## config.mk

```make
export PLATFORM = sky130hd
export DESIGN_NAME = tcdm_rsp_rob
export DESIGN_NICKNAME = d
export VERILOG_FILES = /design/src/rtl/tcdm_rsp_rob.sv
export SDC_FILE = /design/constraint.sdc
export NUM_CORES = 1
export LEC_CHECK = 0
export ABC_AREA = 1
export CAP_MARGIN = 20
export CORE_MARGIN = 3
export CORE_UTILIZATION = 55
export CTS_BUF_LIST = sky130_fd_sc_hd__clkbuf_8
export DETAILED_ROUTE_END_ITERATION = 10
export DONT_BUFFER_PORTS = 1
export MAX_ROUTING_LAYER = met4
export PLACE_DENSITY = 0.7
export SKIP_CTS_REPAIR_TIMING = 1
export SYNTH_ARGS = -nofsm -noshare
export SYNTH_HDL_FRONTEND = slang
export SYNTH_SLANG_ARGS = --single-unit
```

## constraint.sdc

```tcl
create_clock -name clk_i -period 4.7 [get_ports clk_i]
set_clock_uncertainty 0.15 [all_clocks]
set_input_delay 0.705 -clock clk_i [delete_from_list [all_inputs] [get_ports clk_i]]
set_output_delay 0.705 -clock clk_i [all_outputs]
set_load 0.1 [all_outputs]
```

## src/rtl/tcdm_rsp_rob.sv

```systemverilog
// tcdm_rsp_rob: reorder buffer that hands out transaction IDs toward
// tcdm_shim, collects the shim's out-of-order responses into per-ID entries,
// and returns them to the core strictly in allocation order.

module tcdm_rsp_rob #(
  parameter int unsigned DataWidth   = 32,
  parameter int unsigned NumEntries  = 8,
  parameter int unsigned MetaIdWidth = (NumEntries > 32'd1) ? $clog2(NumEntries) : 32'd1
) (
  input  logic                   clk_i,
  input  logic                   rst_i,
  input  logic                   core_qvalid_i,
  output logic                   core_qready_o,
  output logic                   shim_qvalid_o,
  input  logic                   shim_qready_i,
  output logic [MetaIdWidth-1:0] shim_qid_o,
  input  logic                   shim_pvalid_i,
  output logic                   shim_pready_o,
  input  logic [MetaIdWidth-1:0] shim_pid_i,
  input  logic [DataWidth-1:0]   shim_pdata_i,
  input  logic                   shim_pwrite_i,
  input  logic                   shim_perror_i,
  output logic                   core_pvalid_o,
  input  logic                   core_pready_i,
  output logic [DataWidth-1:0]   core_pdata_o,
  output logic                   core_pwrite_o,
  output logic                   core_perror_o,
  output logic [MetaIdWidth:0]   usage_o,
  output logic                   empty_o
);

  // Depth must be a power of two so the pointers wrap cleanly.
  if ((NumEntries < 32'd2) || ((NumEntries & (NumEntries - 32'd1)) != 32'd0)) begin : g_bad_entries
    $fatal(1, "tcdm_rsp_rob: NumEntries must be a power of two and at least 2");
  end

  localparam logic [MetaIdWidth-1:0] LastIdx   = MetaIdWidth'(NumEntries - 32'd1);
  localparam logic [MetaIdWidth-1:0] IdxOne    = MetaIdWidth'(1'b1);
  localparam logic [MetaIdWidth:0]   FullCount = (MetaIdWidth + 1)'(NumEntries);
  localparam logic [MetaIdWidth:0]   CountOne  = (MetaIdWidth + 1)'(1'b1);
  localparam logic [MetaIdWidth:0]   CountZero = (MetaIdWidth + 1)'(1'b0);

  logic [MetaIdWidth-1:0] head_r;
  logic [MetaIdWidth-1:0] tail_r;
  logic [MetaIdWidth:0]   count_r;
  logic [NumEntries-1:0]  stored_r;
  logic [DataWidth-1:0]   data_r  [NumEntries];
  logic                   write_r [NumEntries];
  logic                   error_r [NumEntries];

  logic                   full_s;
  logic                   alloc_s;
  logic                   release_s;
  logic [MetaIdWidth-1:0] offset_s;
  logic                   allocated_s;
  logic                   rsp_ok_s;

  // Full is judged on the registered count only, so a same-cycle release
  // never opens the request path combinationally.
  assign full_s        = (count_r == FullCount);
  assign shim_qvalid_o = core_qvalid_i & ~full_s;
  assign core_qready_o = shim_qready_i & ~full_s;
  assign shim_qid_o    = tail_r;
  assign alloc_s       = shim_qvalid_o & shim_qready_i;

  // Every accepted response already owns a reserved entry.
  assign shim_pready_o = 1'b1;

  // An ID is live when its distance from head is below the count.
  assign offset_s    = shim_pid_i - head_r;
  assign allocated_s = ({1'b0, offset_s} < count_r);
  assign rsp_ok_s    = shim_pvalid_i & allocated_s & ~stored_r[shim_pid_i];

  // In-order side reads straight from the head entry's registers.
  assign core_pvalid_o = stored_r[head_r];
  assign core_pdata_o  = data_r[head_r];
  assign core_pwrite_o = write_r[head_r];
  assign core_perror_o = error_r[head_r];
  assign release_s     = core_pvalid_o & core_pready_i;

  assign usage_o = count_r;
  assign empty_o = (count_r == CountZero);

  // Head, tail and occupancy bookkeeping.
  always_ff @(posedge clk_i) begin
    if (rst_i) begin
      head_r  <= '0;
      tail_r  <= '0;
      count_r <= '0;
    end else begin
      if (alloc_s) begin
        tail_r <= (tail_r == LastIdx) ? '0 : (tail_r + IdxOne);
      end
      if (release_s) begin
        head_r <= (head_r == LastIdx) ? '0 : (head_r + IdxOne);
      end
      case ({alloc_s, release_s})
        2'b10:   count_r <= count_r + CountOne;
        2'b01:   count_r <= count_r - CountOne;
        default: count_r <= count_r;
      endcase
    end
  end

  // Stored-response bits: cleared on allocate and on release, set when the
  // response lands. A freshly freed ID cannot be live, so the set never
  // collides with a clear of the same bit.
  always_ff @(posedge clk_i) begin
    if (rst_i) begin
      stored_r <= '0;
    end else begin
      if (alloc_s) begin
        stored_r[tail_r] <= 1'b0;
      end
      if (release_s) begin
        stored_r[head_r] <= 1'b0;
      end
      if (rsp_ok_s) begin
        stored_r[shim_pid_i] <= 1'b1;
      end
    end
  end

  // Response payload capture; visible to the core one cycle later.
  always_ff @(posedge clk_i) begin
    if (rst_i) begin
      for (int i = 0; i < int'(NumEntries); i++) begin
        data_r[i]  <= '0;
        write_r[i] <= 1'b0;
        error_r[i] <= 1'b0;
      end
    end else if (rsp_ok_s) begin
      data_r[shim_pid_i]  <= shim_pdata_i;
      write_r[shim_pid_i] <= shim_pwrite_i;
      error_r[shim_pid_i] <= shim_perror_i;
    end
  end

  tcdm_rsp_rob_checker u_checker (
    .clk_i         (clk_i),
    .rst_i         (rst_i),
    .shim_pvalid_i (shim_pvalid_i),
    .rsp_ok_i      (rsp_ok_s)
  );

endmodule

// tcdm_rsp_rob_checker: simulation-only protocol checks for the ROB.
module tcdm_rsp_rob_checker (
  input logic clk_i,
  input logic rst_i,
  input logic shim_pvalid_i,
  input logic rsp_ok_i
);

  // A response must target a live entry that has not been answered yet.
  a_rsp_target_valid : assert property (@(posedge clk_i) disable iff (rst_i)
    !(shim_pvalid_i && !rsp_ok_i));

endmodule
```

==> impl_metrics.tcl, run 1 <==
set metrics [dict create \
    outcome "completed" \
    synthFlopType "edfxtp_1" \
    synth_async_sr_flop_share_pct 0 \
    netlist.area_leader.share_pct 60.2 \
    io_buffers 0 \
    avgViaCountPerCell 5.65 \
    hold_depth 1 \
    finalHoldViolCount 0 \
    worst_setup_path_end_kind "flip-flop" \
    dieArea_um2 26600 \
    powerDensity_nw_per_um2 364 \
    dp_worst_setup_slack_ns 1.04 \
    slew_headroom_pct 24.5 \
    dieWidth_um 163 \
    drtAntennaViolNets 0 \
    worst_pin_slew_ns 1.13 \
    antenna_found_initial 1 \
    dr_wl_met2_um 15900 \
    rows 56 \
    clkTransAtPathRegs_ns 0.06 \
    place.detailed.hpwl_um 18100 \
    place_inst 1654 \
    top_layer_used "met4" \
    clock-sinks 293 \
    vias 9827 \
    synth-edff-count 272 \
    synthTopCellsByCount "nor2_1, edfxtp_1, o21ai_0" \
    clockBufferDepth 3 \
    avgSynthCellArea_um2 10.1 \
    core-area_um2 23900 \
    synth-seq-area-share_pct 63.3 \
    period_needed_ns 3.65 \
    synth_top_area_cell "edfxtp_1" \
    post-route-util_pct 63.5 \
    ys_seq_elements 293 \
    m1WireLength_um 13500 \
    max-cap-violations 0 \
    rsz0062_at_grt "false" \
    synth_cells 1347 \
    slew_viol_final 0 \
    layoutNonFillerInstCount 1738 \
    routed_wirelength_um 32300 \
    globalRoute.totalOverflow 0 \
    syn_nets 1402 \
    vdd.ir_drop.worst_mv 0.210 \
    tritoncts "done" \
    synth_area_leaders "edfxtp_1, nor2_1, o21ai_0" \
    holdWs_ns 0.0582 \
    post_drt_wl_per_cell_um 18.6 \
    fmax_mhz 274 \
    cts_made_buffers 47 \
    drtPass1Iterations 5 \
    grt_pass1_wl_um 51400 \
    clk_latency_ns 0.56 \
    crit_type "flip-flop to flip-flop" \
    tns_ns 0 \
    critical_path_required_ns 4.79 \
    fin_crit_sh_pct 77.6 \
    die_h_um 163 \
    drc 0 \
    yosysMostFrequentCell "nor2_1" \
    p_leak_nw 6.07 \
    fin_ws_ns 1.05 \
    met3_length_um 2370 \
    reg2reg_depth 14 \
    cts_root_buffer "clkbuf_8" \
    io_pins 89 \
    critPathLaunchType "flip-flop" \
    yosysWarnings 0 \
    area_delta_synth_final_pct 11.8 \
    start_util_pct 56.8 \
    worstPathArrival_ns 3.74 \
    grt_max_degree 81 \
    drive_above_1_share_pct 13.8 \
    nNetsFinal 1440 \
    syn_area_um2 13600 \
    drtIter0Drc 962 \
    worstPathMaxFanout 25 \
    grt_pass1_vias 9792 \
    cts.htree.levels 2 \
    routabilityCongestion 0.842 \
    grt_util_all_layers_pct 25.3 \
    setup_violations 0 \
    min_path_type "primary input to flip-flop" \
    synth_cell_types 39 \
]
-- per-layer routing --
metal | vias up | track usage [%]
li1 | 4672 | -
met1 | 4713 | 33.0
met2 | 386 | 41.9
met3 | 56 | 4.39
met4 | 0 | 6.11
met5 | - | -
-- power breakdown --
group	total [W]	switching [W]	internal, W
clock	0.00197	0.000951	0.00101
sequential	0.00299	0.0000402	0.00295
combinational	0.000576	0.000449	0.000126
total	0.00553	0.00144	0.00409
-- cell usage in the layout (no fill, tap or decap), types with 2 or more instances in the layout --
master and instances:
o21bai_1 2, nand3_1 22, nor2_2 3, ha_1 10
edfxtp_1 272, buf_12 3, nand3_2 2, clkbuf_8 49
fa_1 2, clkinv_1 5, a21oi_1 10, inv_1 83
nand2_2 3, xor2_1 2, buf_16 2, and2_1 3
o22ai_1 34, xnor2_1 2, dfxtp_1 19, a31oi_2 34
nand2_1 52, nor2_1 532, nor2_8 3, nand4_1 9
clkinvlp_4 2, o21ai_1 8, buf_4 66, inv_2 6
nor3_1 11, nand4_4 8, o21ai_0 142, clkinv_2 2
-- worst paths after layout --
| check | startpoint | to | slack, ns |
|---|---|---|---|
| worst max-delay path | head_r[0] | data_r[3][9] | 1.05 |
| worst min-delay path | rst_i | usage_o[3] | 0.06 |
| worst max register to register | head_r[0] | data_r[3][9] | 1.05 |
| worst min register to register | stored_r[0] | stored_r[0] | 0.42 |
-- critical path, stage by stage, from the launching register on --
cell	delay (ns)
dfxtp_1	0.66
ha_1	0.25
inv_1	0.05
fa_1	0.38
xnor2_1	0.20
xor2_1	0.17
ha_1	0.25
inv_1	0.05
nor2_1	0.03
nand2_1	0.09
o21ai_2	0.09
nor2_8	0.27
nand4_4	0.13
nand2_2	0.27
buf_12	0.27
-- metrics by stage --
| stage | total power [W] | cell area (um^2) |
|---|---|---|
| 4_1_cts | 0.00556 | 15200 |
| 3_3_place_gp | 0.00360 | 14300 |
| 2_1_floorplan | 0.00346 | 13600 |
| 5_1_grt | 0.00573 | 15200 |
| 6_report | 0.00553 | 15200 |
| 3_5_place_dp | 0.00361 | 14300 |
-- area by class of cell --
type	count	area [um^2]
fillers	1931	8710
clock inverters	33	163
flip-flops and latches	293	8590
repair buffers	73	647
clock buffers	49	674
diodes	1	2.50
well taps	319	399
multi-input cells	902	4440
inverters	68	260
-- sequential cells by signal, summed over array words and instances (netlist names), named ones only --
name	flops
data_r	256
stored_r	8
write_r	8
shim_qid_o	3
usage_o	4
error_r	8
head_r	3
-- cells by family (layout without fill, tap and decap cells) --
kind of cell    after synthesis  after routing  share of synthesized area, %
xor+xnor                      4              4                         0.258
buf+inv                     152            223                          5.69
fa+ha+maj                    12             12                          1.22
other cells                   1              2                        0.0276
compound gates              232            232                          9.26
simple gates                653            653                          20.3
flops                       293            293                          63.3
Note: power is estimated with default switching activity, not from simulation.
==> run 2, diff against run 1 <==
--- a/config.mk
+++ b/config.mk
@@ -13,7 +13,7 @@
 export DETAILED_ROUTE_END_ITERATION = 10
 export DONT_BUFFER_PORTS = 1
 export MAX_ROUTING_LAYER = met4
-export PLACE_DENSITY = 0.7
+export PLACE_DENSITY = 0.73
 export SKIP_CTS_REPAIR_TIMING = 1
 export SYNTH_ARGS = -nofsm -noshare
 export SYNTH_HDL_FRONTEND = slang
==> constraint.sdc (replaced) <==
create_clock -name clk_i -period 2.93 [get_ports clk_i]
set_clock_uncertainty 0.15 [all_clocks]
set_input_delay 0.4395 -clock clk_i [delete_from_list [all_inputs] [get_ports clk_i]]
set_output_delay 0.4395 -clock clk_i [all_outputs]
set_load 0.1 [all_outputs]
==> impl_metrics.tcl, run 2 (synthesis results as in run 1) <==
set metrics [dict create \
    p_leak_nw 6.70 \
    worstPathArrival_ns 3.02 \
    fin_ws_ns 0.0284 \
    io_buffers 0 \
    fmax_mhz 345 \
    final_common_cell "nor2_1" \
    largest_reg_flops 256 \
    rows 56 \
    nNetsFinal 1491 \
    post-route-util_pct 69.9 \
    rsz0062_at_grt "true" \
    clk_latency_ns 0.55 \
    crit_type "flip-flop to flip-flop" \
    tritoncts "done" \
    final_cell_mix "nor2_1, edfxtp_1, o21ai_0" \
    core-area_um2 23900 \
    max-cap-violations 0 \
    setup_violations 0 \
    fin_crit_sh_pct 99.0 \
    cts.htree.levels 2 \
    start_util_pct 56.8 \
    critPathLaunchType "flip-flop" \
    antenna_found_initial 0 \
    grt_pass1_vias 10100 \
    io_pins 89 \
    grt_max_degree 53 \
    routabilityCongestion 0.817 \
    period_needed_ns 2.90 \
    clock-sinks 293 \
    slew_headroom_pct 64.1 \
    routed_wirelength_um 35000 \
    drtIter0Drc 1131 \
    die_h_um 163 \
    worst_setup_path_end_kind "flip-flop" \
    drtPass1Iterations 5 \
    vias 10300 \
    vdd.ir_drop.worst_mv 0.421 \
    antenna_cells 0 \
    powerDensity_nw_per_um2 551 \
    globalRoute.totalOverflow 0 \
    dieWidth_um 163 \
    worstPathMaxFanout 9 \
    grt_pass1_wl_um 54000 \
    drtAntennaViolNets 0 \
    dieArea_um2 26600 \
    dp_worst_setup_slack_ns -0.153 \
    grt_util_all_layers_pct 26.5 \
    slew_viol_final 0 \
    critical_path_required_ns 3.05 \
    min_path_type "primary input to flip-flop" \
    drive_above_1_share_pct 17.8 \
    drc 0 \
    place.detailed.hpwl_um 21000 \
    regMostFlops "data_r" \
    clkTransAtPathRegs_ns 0.06 \
    tns_ns 0 \
    outcome "completed" \
    clockBufferDepth 3 \
    avgViaCountPerCell 5.76 \
    area_delta_synth_final_pct 22.9 \
    worst_pin_slew_ns 0.538 \
    cts_root_buffer "clkbuf_8" \
    cts_made_buffers 48 \
    finalHoldViolCount 0 \
    power_w 0.00920 \
    post_drt_wl_per_cell_um 19.5 \
]
run 2: changes by cell type in the layout (fill, tap and decap cells not counted), sizes merged:
cell	change
buf	+39
clkinvlp	-2
bufinv	-1
nand2	+1
dlygate4sd3	+2
inv	-1
clkbuf	+11
clkinv	+6
diode	-1
run 2: per-stage QoR:
stage	cell area (um^2)	hold WS [ns]	cells
2_1_floorplan	14000	0.371	1347
4_1_cts	16300	-0.234	1774
6_report	16700	0.0105	1792
3_5_place_dp	15400	0.355	1687
3_3_place_gp	15400	0.355	1687
5_1_grt	16700	0.0276	1792
run 2: where the power goes:
part | leakage, nW | total [W] | switching [W] | internal (W)
logic | 3.16 | 0.00121 | 0.000817 | 0.000396
clock network | 0.522 | 0.00321 | 0.00158 | 0.00163
registers | 3.01 | 0.00478 | 0.0000503 | 0.00473
total | 6.70 | 0.00920 | 0.00245 | 0.00675
run 2: worst max-delay path: stages, from the launching register on:
cell and delay, ns:
dfxtp_2 0.34, ha_4 0.12, inv_2 0.03, fa_2 0.34
xnor2_2 0.14, xor2_1 0.16, ha_1 0.28, inv_1 0.06
nor2_1 0.04, nand2_1 0.10, o21ai_4 0.09, nor2_8 0.15
buf_12 0.14, nand4_4 0.11, nand2_4 0.17, clkbuf_16 0.20
run 2: layout make-up:
type / instances / area [um^2]
inverters: 68 / 274
well taps: 319 / 399
clock inverters: 35 / 143
clock buffers: 52 / 716
repair buffers: 122 / 1950
multi-input cells: 903 / 4610
flip-flops and latches: 293 / 8600
fillers: 1691 / 7200
run 2: worst paths after layout:
check	to	start	slack [ns]	cells past startpoint
setup / recovery	data_r[5][5]	head_r[0]	0.03	15
hold reg to reg	stored_r[1]	stored_r[1]	0.45	4
hold / removal	head_r[2]	core_pready_i	0.01	4
setup reg to reg	data_r[5][5]	head_r[0]	0.03	15
run 2: layer usage:
metal	wire [um]	GRT usage (%)	up-vias
met5	0	-	-
met3	3180	4.01	79
met1	14000	35.8	4898
met4	928	8.65	0
met2	16900	41.9	555
li1	-	-	4787
